$ cat src/rtl/microwave_cook_controller_if.sv
// Panel/timer/countdown signal bundle for the microwave cook controller.
// Optional MICROWAVE_LAMP_EN adds the oven lamp output.
interface microwave_cook_controller_if;
    logic       key_pressed;
    logic       start;
    logic       stop;
    logic       clear;
    logic       door_closed;
    logic       timer_zero;
    logic       pgt_1Hz;
    logic       enablen;
    logic       count_enablen;
    logic       clear_timern;
    logic       mag_on;
    logic       beep;
    logic [2:0] state;
`ifdef MICROWAVE_LAMP_EN
    logic       lamp;

    modport master (
        output key_pressed, start, stop, clear, door_closed, timer_zero, pgt_1Hz,
        input  enablen, count_enablen, clear_timern, mag_on, beep, state, lamp
    );
    modport slave (
        input  key_pressed, start, stop, clear, door_closed, timer_zero, pgt_1Hz,
        output enablen, count_enablen, clear_timern, mag_on, beep, state, lamp
    );
`else
    modport master (
        output key_pressed, start, stop, clear, door_closed, timer_zero, pgt_1Hz,
        input  enablen, count_enablen, clear_timern, mag_on, beep, state
    );
    modport slave (
        input  key_pressed, start, stop, clear, door_closed, timer_zero, pgt_1Hz,
        output enablen, count_enablen, clear_timern, mag_on, beep, state
    );
`endif
endinterface

$ cat src/rtl/microwave_cook_controller.sv
// Moore operating sequencer for the microwave oven (IDLE/ENTRY/COOK/PAUSE/DONE).
// Optional feature macro: MICROWAVE_LAMP_EN (registered oven lamp output).
module microwave_cook_controller #(
    parameter int BEEP_SECONDS = 3,
    parameter int CNT_W        = 4
) (
    input  logic                               clock_100Hz,
    input  logic                               resetn,
    microwave_cook_controller_if.slave         bus
);
    typedef enum logic [2:0] {
        ST_IDLE  = 3'd0,
        ST_ENTRY = 3'd1,
        ST_COOK  = 3'd2,
        ST_PAUSE = 3'd3,
        ST_DONE  = 3'd4
    } state_t;

    state_t             state_r;
    state_t             next_state_s;
    logic [CNT_W-1:0]   cnt_r;
    logic [CNT_W-1:0]   cnt_next_s;
    logic               clr_pulse_s;

    logic               start_prev_r, stop_prev_r, clear_prev_r, key_prev_r, pgt_prev_r;
    logic               start_rise_s, stop_rise_s, clear_rise_s, key_rise_s, pgt_rise_s;

    logic               enablen_r, count_enablen_r, clear_timern_r, mag_on_r, beep_r;
    logic               enablen_s, count_enablen_s, mag_on_s, beep_s;

    assign start_rise_s = bus.start       & ~start_prev_r;
    assign stop_rise_s  = bus.stop        & ~stop_prev_r;
    assign clear_rise_s = bus.clear       & ~clear_prev_r;
    assign key_rise_s   = bus.key_pressed & ~key_prev_r;
    assign pgt_rise_s   = bus.pgt_1Hz     & ~pgt_prev_r;

    // Edge-detect history; loads during reset so a held input yields no edge.
    always_ff @(posedge clock_100Hz) begin
        start_prev_r <= bus.start;
        stop_prev_r  <= bus.stop;
        clear_prev_r <= bus.clear;
        key_prev_r   <= bus.key_pressed;
        pgt_prev_r   <= bus.pgt_1Hz;
    end

    // State, beep counter and registered output flops.
    always_ff @(posedge clock_100Hz) begin
        if (!resetn) begin
            state_r         <= ST_IDLE;
            cnt_r           <= {CNT_W{1'b0}};
            enablen_r       <= 1'b0;
            count_enablen_r <= 1'b1;
            clear_timern_r  <= 1'b0;
            mag_on_r        <= 1'b0;
            beep_r          <= 1'b0;
        end else begin
            state_r         <= next_state_s;
            cnt_r           <= cnt_next_s;
            enablen_r       <= enablen_s;
            count_enablen_r <= count_enablen_s;
            clear_timern_r  <= ~clr_pulse_s;
            mag_on_r        <= mag_on_s;
            beep_r          <= beep_s;
        end
    end

    // Next-state logic; the first matching branch in each state wins.
    always_comb begin
        next_state_s = state_r;
        cnt_next_s   = cnt_r;
        clr_pulse_s  = 1'b0;
        case (state_r)
            ST_IDLE: begin
                if (key_rise_s) next_state_s = ST_ENTRY;
                else            next_state_s = ST_IDLE;
            end
            ST_ENTRY: begin
                if (clear_rise_s) begin
                    next_state_s = ST_IDLE;
                    clr_pulse_s  = 1'b1;
                end else if (start_rise_s && bus.door_closed && !bus.timer_zero) begin
                    next_state_s = ST_COOK;
                end else begin
                    next_state_s = ST_ENTRY;
                end
            end
            ST_COOK: begin
                if (clear_rise_s) begin
                    next_state_s = ST_IDLE;
                    clr_pulse_s  = 1'b1;
                end else if (stop_rise_s || !bus.door_closed) begin
                    next_state_s = ST_PAUSE;
                end else if (bus.timer_zero) begin
                    next_state_s = ST_DONE;
                    cnt_next_s   = {CNT_W{1'b0}};
                end else begin
                    next_state_s = ST_COOK;
                end
            end
            ST_PAUSE: begin
                if (clear_rise_s) begin
                    next_state_s = ST_IDLE;
                    clr_pulse_s  = 1'b1;
                end else if (start_rise_s && bus.door_closed) begin
                    if (!bus.timer_zero) begin
                        next_state_s = ST_COOK;
                    end else begin
                        next_state_s = ST_DONE;
                        cnt_next_s   = {CNT_W{1'b0}};
                    end
                end else begin
                    next_state_s = ST_PAUSE;
                end
            end
            ST_DONE: begin
                if (clear_rise_s) begin
                    next_state_s = ST_IDLE;
                    cnt_next_s   = {CNT_W{1'b0}};
                    clr_pulse_s  = 1'b1;
                end else if (stop_rise_s || !bus.door_closed) begin
                    next_state_s = ST_IDLE;
                    cnt_next_s   = {CNT_W{1'b0}};
                end else if (pgt_rise_s) begin
                    if (cnt_r + CNT_W'(1) == CNT_W'(BEEP_SECONDS)) begin
                        next_state_s = ST_IDLE;
                        cnt_next_s   = {CNT_W{1'b0}};
                    end else begin
                        cnt_next_s   = cnt_r + CNT_W'(1);
                    end
                end else begin
                    next_state_s = ST_DONE;
                end
            end
            default: begin
                next_state_s = ST_IDLE;
                cnt_next_s   = {CNT_W{1'b0}};
            end
        endcase
    end

    // Moore output decode of the upcoming state so the flops match the state register.
    always_comb begin
        enablen_s       = 1'b0;
        count_enablen_s = 1'b1;
        mag_on_s        = 1'b0;
        beep_s          = 1'b0;
        case (next_state_s)
            ST_IDLE, ST_ENTRY: begin
                enablen_s = 1'b0;
            end
            ST_COOK: begin
                enablen_s       = 1'b1;
                count_enablen_s = 1'b0;
                mag_on_s        = 1'b1;
            end
            ST_PAUSE: begin
                enablen_s = 1'b1;
            end
            ST_DONE: begin
                enablen_s = 1'b1;
                beep_s    = 1'b1;
            end
            default: begin
                enablen_s = 1'b0;
            end
        endcase
    end

    assign bus.state         = state_r;
    assign bus.enablen       = enablen_r;
    assign bus.count_enablen = count_enablen_r;
    assign bus.clear_timern  = clear_timern_r;
    assign bus.mag_on        = mag_on_r;
    assign bus.beep          = beep_r;

`ifdef MICROWAVE_LAMP_EN
    logic lamp_r;

    // Lamp lights with the door open or whenever the oven is in an active cycle.
    always_ff @(posedge clock_100Hz) begin
        if (!resetn) begin
            lamp_r <= 1'b0;
        end else begin
            lamp_r <= ~bus.door_closed | (next_state_s == ST_COOK) |
                      (next_state_s == ST_PAUSE) | (next_state_s == ST_DONE);
        end
    end

    assign bus.lamp = lamp_r;
`endif
endmodule

$ cat src/flat_wrapper.sv
// flat-port wrapper written by rule: the top's interface ports become plain ports
module microwave_cook_controller_flat 
#(
    parameter int BEEP_SECONDS = 3,
    parameter int CNT_W        = 4
)
  (clock_100Hz, resetn, bus_key_pressed, bus_start, bus_stop, bus_clear, bus_door_closed, bus_timer_zero, bus_pgt_1Hz, bus_enablen, bus_count_enablen, bus_clear_timern, bus_mag_on, bus_beep, bus_state);
  microwave_cook_controller_if bus_i ();
  input  logic clock_100Hz;
  input  logic resetn;
  input wire logic [$bits(bus_i.key_pressed)-1:0] bus_key_pressed;
  input wire logic [$bits(bus_i.start)-1:0] bus_start;
  input wire logic [$bits(bus_i.stop)-1:0] bus_stop;
  input wire logic [$bits(bus_i.clear)-1:0] bus_clear;
  input wire logic [$bits(bus_i.door_closed)-1:0] bus_door_closed;
  input wire logic [$bits(bus_i.timer_zero)-1:0] bus_timer_zero;
  input wire logic [$bits(bus_i.pgt_1Hz)-1:0] bus_pgt_1Hz;
  output wire logic [$bits(bus_i.enablen)-1:0] bus_enablen;
  output wire logic [$bits(bus_i.count_enablen)-1:0] bus_count_enablen;
  output wire logic [$bits(bus_i.clear_timern)-1:0] bus_clear_timern;
  output wire logic [$bits(bus_i.mag_on)-1:0] bus_mag_on;
  output wire logic [$bits(bus_i.beep)-1:0] bus_beep;
  output wire logic [$bits(bus_i.state)-1:0] bus_state;
  assign bus_i.key_pressed = bus_key_pressed;
  assign bus_i.start = bus_start;
  assign bus_i.stop = bus_stop;
  assign bus_i.clear = bus_clear;
  assign bus_i.door_closed = bus_door_closed;
  assign bus_i.timer_zero = bus_timer_zero;
  assign bus_i.pgt_1Hz = bus_pgt_1Hz;
  assign bus_enablen = bus_i.enablen;
  assign bus_count_enablen = bus_i.count_enablen;
  assign bus_clear_timern = bus_i.clear_timern;
  assign bus_mag_on = bus_i.mag_on;
  assign bus_beep = bus_i.beep;
  assign bus_state = bus_i.state;
  microwave_cook_controller #(.BEEP_SECONDS(BEEP_SECONDS), .CNT_W(CNT_W)) u_core (.clock_100Hz(clock_100Hz), .resetn(resetn), .bus(bus_i));
endmodule
$ cat config.mk
export PLATFORM = sky130hd
export DESIGN_NAME = microwave_cook_controller_flat
export DESIGN_NICKNAME = d
export VERILOG_FILES = /design/src/rtl/microwave_cook_controller_if.sv /design/src/rtl/microwave_cook_controller.sv /design/src/flat_wrapper.sv
export SDC_FILE = /design/constraint.sdc
export NUM_CORES = 1
export LEC_CHECK = 0
export CAP_MARGIN = 25
export CORE_MARGIN = 2
export CORE_UTILIZATION = 47
export DETAILED_ROUTE_END_ITERATION = 6
export PLACE_DENSITY = 0.75
export SYNTH_ARGS = -nofsm -noshare
export SYNTH_HDL_FRONTEND = slang
export SYNTH_SLANG_ARGS = --single-unit
$ cat constraint.sdc
create_clock -name clock_100Hz -period 2.05 [get_ports clock_100Hz]
set_input_delay 0.41 -clock clock_100Hz [delete_from_list [all_inputs] [get_ports clock_100Hz]]
set_output_delay 0.41 -clock clock_100Hz [all_outputs]
set_load 0.005 [all_outputs]
==> run summary <==
The flow ran to the end, and the final reports show no timing, DRC or antenna violations. The maximum fanout along the worst path is 9. After routing the design area is 960 um^2. The register clock-pin slew on the reported worst setup and hold paths is 0.10 ns.

At the pin with the least slew margin, the transition time is 0.420 ns. In this run the number of cells on the critical path is 1. Relative to the synthesized area, the layout overhead comes to 27.6%. The share of final-layout standard cells stronger than drive strength 1 came out at a little over a tenth. The flip-flop and latch count after synthesis came out at 17. The power per unit of standard cell area came out at 600 nW/um^2. The cts-stage hold buffer count is 0. The mapped netlist covers about 750 um^2. The highest clock frequency the design can meet is 548 MHz. The number of different library cells used by synthesis comes to 30.

Routability-driven placement finished with a final weighted congestion of 0.815. The total clock sinks is 17. TritonCTS built the clock tree.

Overall power consumption after layout is estimated at ~580 uW. The mean area per synthesized cell is 9.40 um^2. The worst register-to-register path ends at u_core.cnt_r[1]. The starting density of the core came out at 49.9%.

The count of unresolved DRC violations after routing is 0. The worst setup path is captured at a primary output. STA classifies the critical path startpoint as a flop. On the final layout, the worst clock skew is approximately 0.0032 ns.

The deepest clock path buffer count is 2. The final wirelength is 1470 um. The final-report max-slew violation count is 0. The initial antenna violation count is 0. The path class of the tightest hold or removal check is reg -> reg. The setup check on the worst reg-to-reg path leaves a slack of 0.35 ns.

0 antenna diodes ended up in the layout. Clock tree synthesis selected as its root buffer the cell sky130_fd_sc_hd__clkbuf_4. After legalization and detailed placement, the total HPWL measured 1080 um.

Counting instances in the post-synthesis netlist gives the leading cell types as sky130_fd_sc_hd__dfxtp_1 (17), sky130_fd_sc_hd__a21oi_1 (8), sky130_fd_sc_hd__nor2_1 (6). The flip-flop cell with the highest count after synthesis is sky130_fd_sc_hd__dfxtp_1. The sequential area share after synthesis is between 40 and 50%. The worst relative slew slack is between 70% and 80%. In this design, the largest share of critical-path delay is due to buffers and inverters. The depth of the worst register-to-register path came out at 7. For this design the static power due to leakage is 0.000350 uW. The H-tree depth reported by CTS is 1. The initialized floorplan defines 14 standard-cell rows. The first-pass GRT wire length is between 2000 and 2500 um. The total of cells resized after clock tree synthesis came out at 0. In the final design database the tool counted 112 nets. Data on the critical path arrives at its endpoint at about 1.4 ns. Walking the worst path, the cells encountered are clkdlybuf4s50_1.

The total buffers and inverters traversed by the critical path is 1. Global routing used 17.3% of the available tracks. The share of synthesized registers carrying an async set or reset came out at 0%. Once the clock tree was built, the setup fixing pass inserted 0 buffers.

For this run the aggregate overflow at the end of global routing stands at 0. The worst path uses 89.0% of the clock period. Across the run, the number of max-cap violations was 0.

Sorting the synthesized cells by area gives the leading types as sky130_fd_sc_hd__dfxtp_1 (45%), sky130_fd_sc_hd__a21oi_1 (5.3%), sky130_fd_sc_hd__ha_1 (3.3%). For this design, the slowest cell found on the critical path is sky130_fd_sc_hd__clkdlybuf4s50_1. In this run the tool buffered the top-level ports with 16 buffer cells. The die footprint is 1940 um^2.

The floorplan step set the die width to 44 um. The number of instances in the synthesized netlist came out at 80. The final route contains approximately 640 vias.

The delay of the slowest cell on the worst path came out at 0.58 ns. The number of global-route vias before repair came out at ~550. The via count normalized by instance count is 5.53. The startpoint identified for the worst hold timing path is u_core.cnt_r[2]. IR analysis of the VDD net gives a maximum drop of approximately 0.55 mV. The y dimension of the die is ~44 um. Setup repair after global routing left no endpoint under its margin. The critical path ends at bus_state[1]. The first TritonRoute pass finished after 4 iterations. The total nets after synthesis came out at 91. The floorplan core area came out at 1510 um^2. Counting the fill cells in the layout gives 142. Yosys instantiated no cell more often than sky130_fd_sc_hd__dfxtp_1. The path type of the worst setup path is reg -> out.

The residual antenna-violating net count after detailed routing came out at 0. The instance area at placement is about 930 um^2. The critical path startpoint is u_core.bus.state[1]. The startpoint identified for the worst register-to-register timing path is u_core.cnt_r[0]. The iteration-0 DRC count of the detailed router is 16.

The cell taking the most area after synthesis is sky130_fd_sc_hd__dfxtp_1. The number of setup violations in the final report is 0. The mean routed wirelength per cell came out at 12.7 um. The clock buffer count from CTS came out at 3.

Entering global routing, the biggest net connects 11 pins. The later pin in the worst-skew pair is clocked with a latency of 0.29 ns. The number of flops mapped to enable cells by yosys is 0. The shortest period the worst path allows is around 1.8 ns. STA puts the critical path data required time at 1.64 ns. During synthesis, Yosys emitted a total of 0 warnings. The total negative setup slack is 0 ns. The top cell type by area accounts for 45.3% of the synthesized area. Pin placement for this block handled 17 I/O pins.

The number of endpoints with negative hold slack in the final report was 0.
==> placed cells by master, fill, tap and decap left out, types with 2 or more instances in the layout <==
cell type	n
sky130_fd_sc_hd__dfxtp_1	17
sky130_fd_sc_hd__clkdlybuf4s50_1	16
sky130_fd_sc_hd__a21oi_1	8
sky130_fd_sc_hd__nor2_1	6
sky130_fd_sc_hd__nand2_1	5
sky130_fd_sc_hd__o21ai_1	5
sky130_fd_sc_hd__nor2b_1	4
sky130_fd_sc_hd__or3_1	4
sky130_fd_sc_hd__clkbuf_4	3
sky130_fd_sc_hd__nand3b_1	2
sky130_fd_sc_hd__nor3_1	2
sky130_fd_sc_hd__and3_1	2
sky130_fd_sc_hd__a31oi_1	2
sky130_fd_sc_hd__nand4_1	2
sky130_fd_sc_hd__o21ai_0	2
sky130_fd_sc_hd__o21a_1	2
sky130_fd_sc_hd__ha_1	2
==> how the worst min path moves through the flow <==
stage	endpoint	depth (start not counted)
6_report	u_core.cnt_r[2]	2
5_1_grt	u_core.cnt_r[3]	2
4_1_cts	u_core.cnt_r[2]	2
3_5_place_dp	u_core.cnt_r[2]	2
3_3_place_gp	u_core.cnt_r[2]	2
2_1_floorplan	u_core.clear_prev_r	0
==> power breakdown <==
group | internal (uW) | switching, uW
clock | 72.5 | 102
combinational | 31.4 | 25.1
sequential | 339 | 6.53
total | 442 | 133
==> kinds of logic after synthesis <==
group           after synthesis  share of synthesized area [%]
compound gates               23                           19.0
fa+ha+maj                     2                           3.33
buf+inv                       2                          0.997
flops                        17                           45.3
mux                           1                           1.50
simple gates                 35                           29.9
==> stage by stage <==
stage	setup WS (ns)	cells	hold WS [ns]	utilization, %
after floorplan	0.519	80	0.438	-
after global placement	0.109	112	0.514	61.9
after detailed placement	0.0597	112	0.510	61.9
after CTS	0.220	116	0.526	63.7
after global routing	0.169	116	0.576	63.7
final	0.226	116	0.530	63.7
==> layout make-up <==
cell class	instances	area [um^2]	area share (%)
clock buffer	3	22.5	2.35
timing repair buffer	16	160	16.7
tap	16	20.0	2.09
clock inverter	1	5.00	0.522
multi-input combinational	61	404	42.1
inverter	2	7.51	0.782
sequential	17	340	35.5
==> per-layer routing <==
metal,routed length (um),part of all wire [%],track usage [%]
met4,9,0.61,3.64
met3,104,7.1,8.33
met2,679,46,25.6
met5,0,0,0
met1,678,46,22.9
==> flip-flops by register name (all words and copies together) (netlist names) <==
signal,count
u_core.bus.mag_on,1
u_core.bus.clear_timern,1
u_core.clear_prev_r,1
u_core.start_prev_r,1
u_core.bus.beep,1
u_core.cnt_r,4
u_core.stop_prev_r,1
u_core.bus.enablen,1
u_core.pgt_prev_r,1
u_core.key_prev_r,1
u_core.bus.state,3
u_core.bus.count_enablen,1
(Power assumes the default switching activity.)
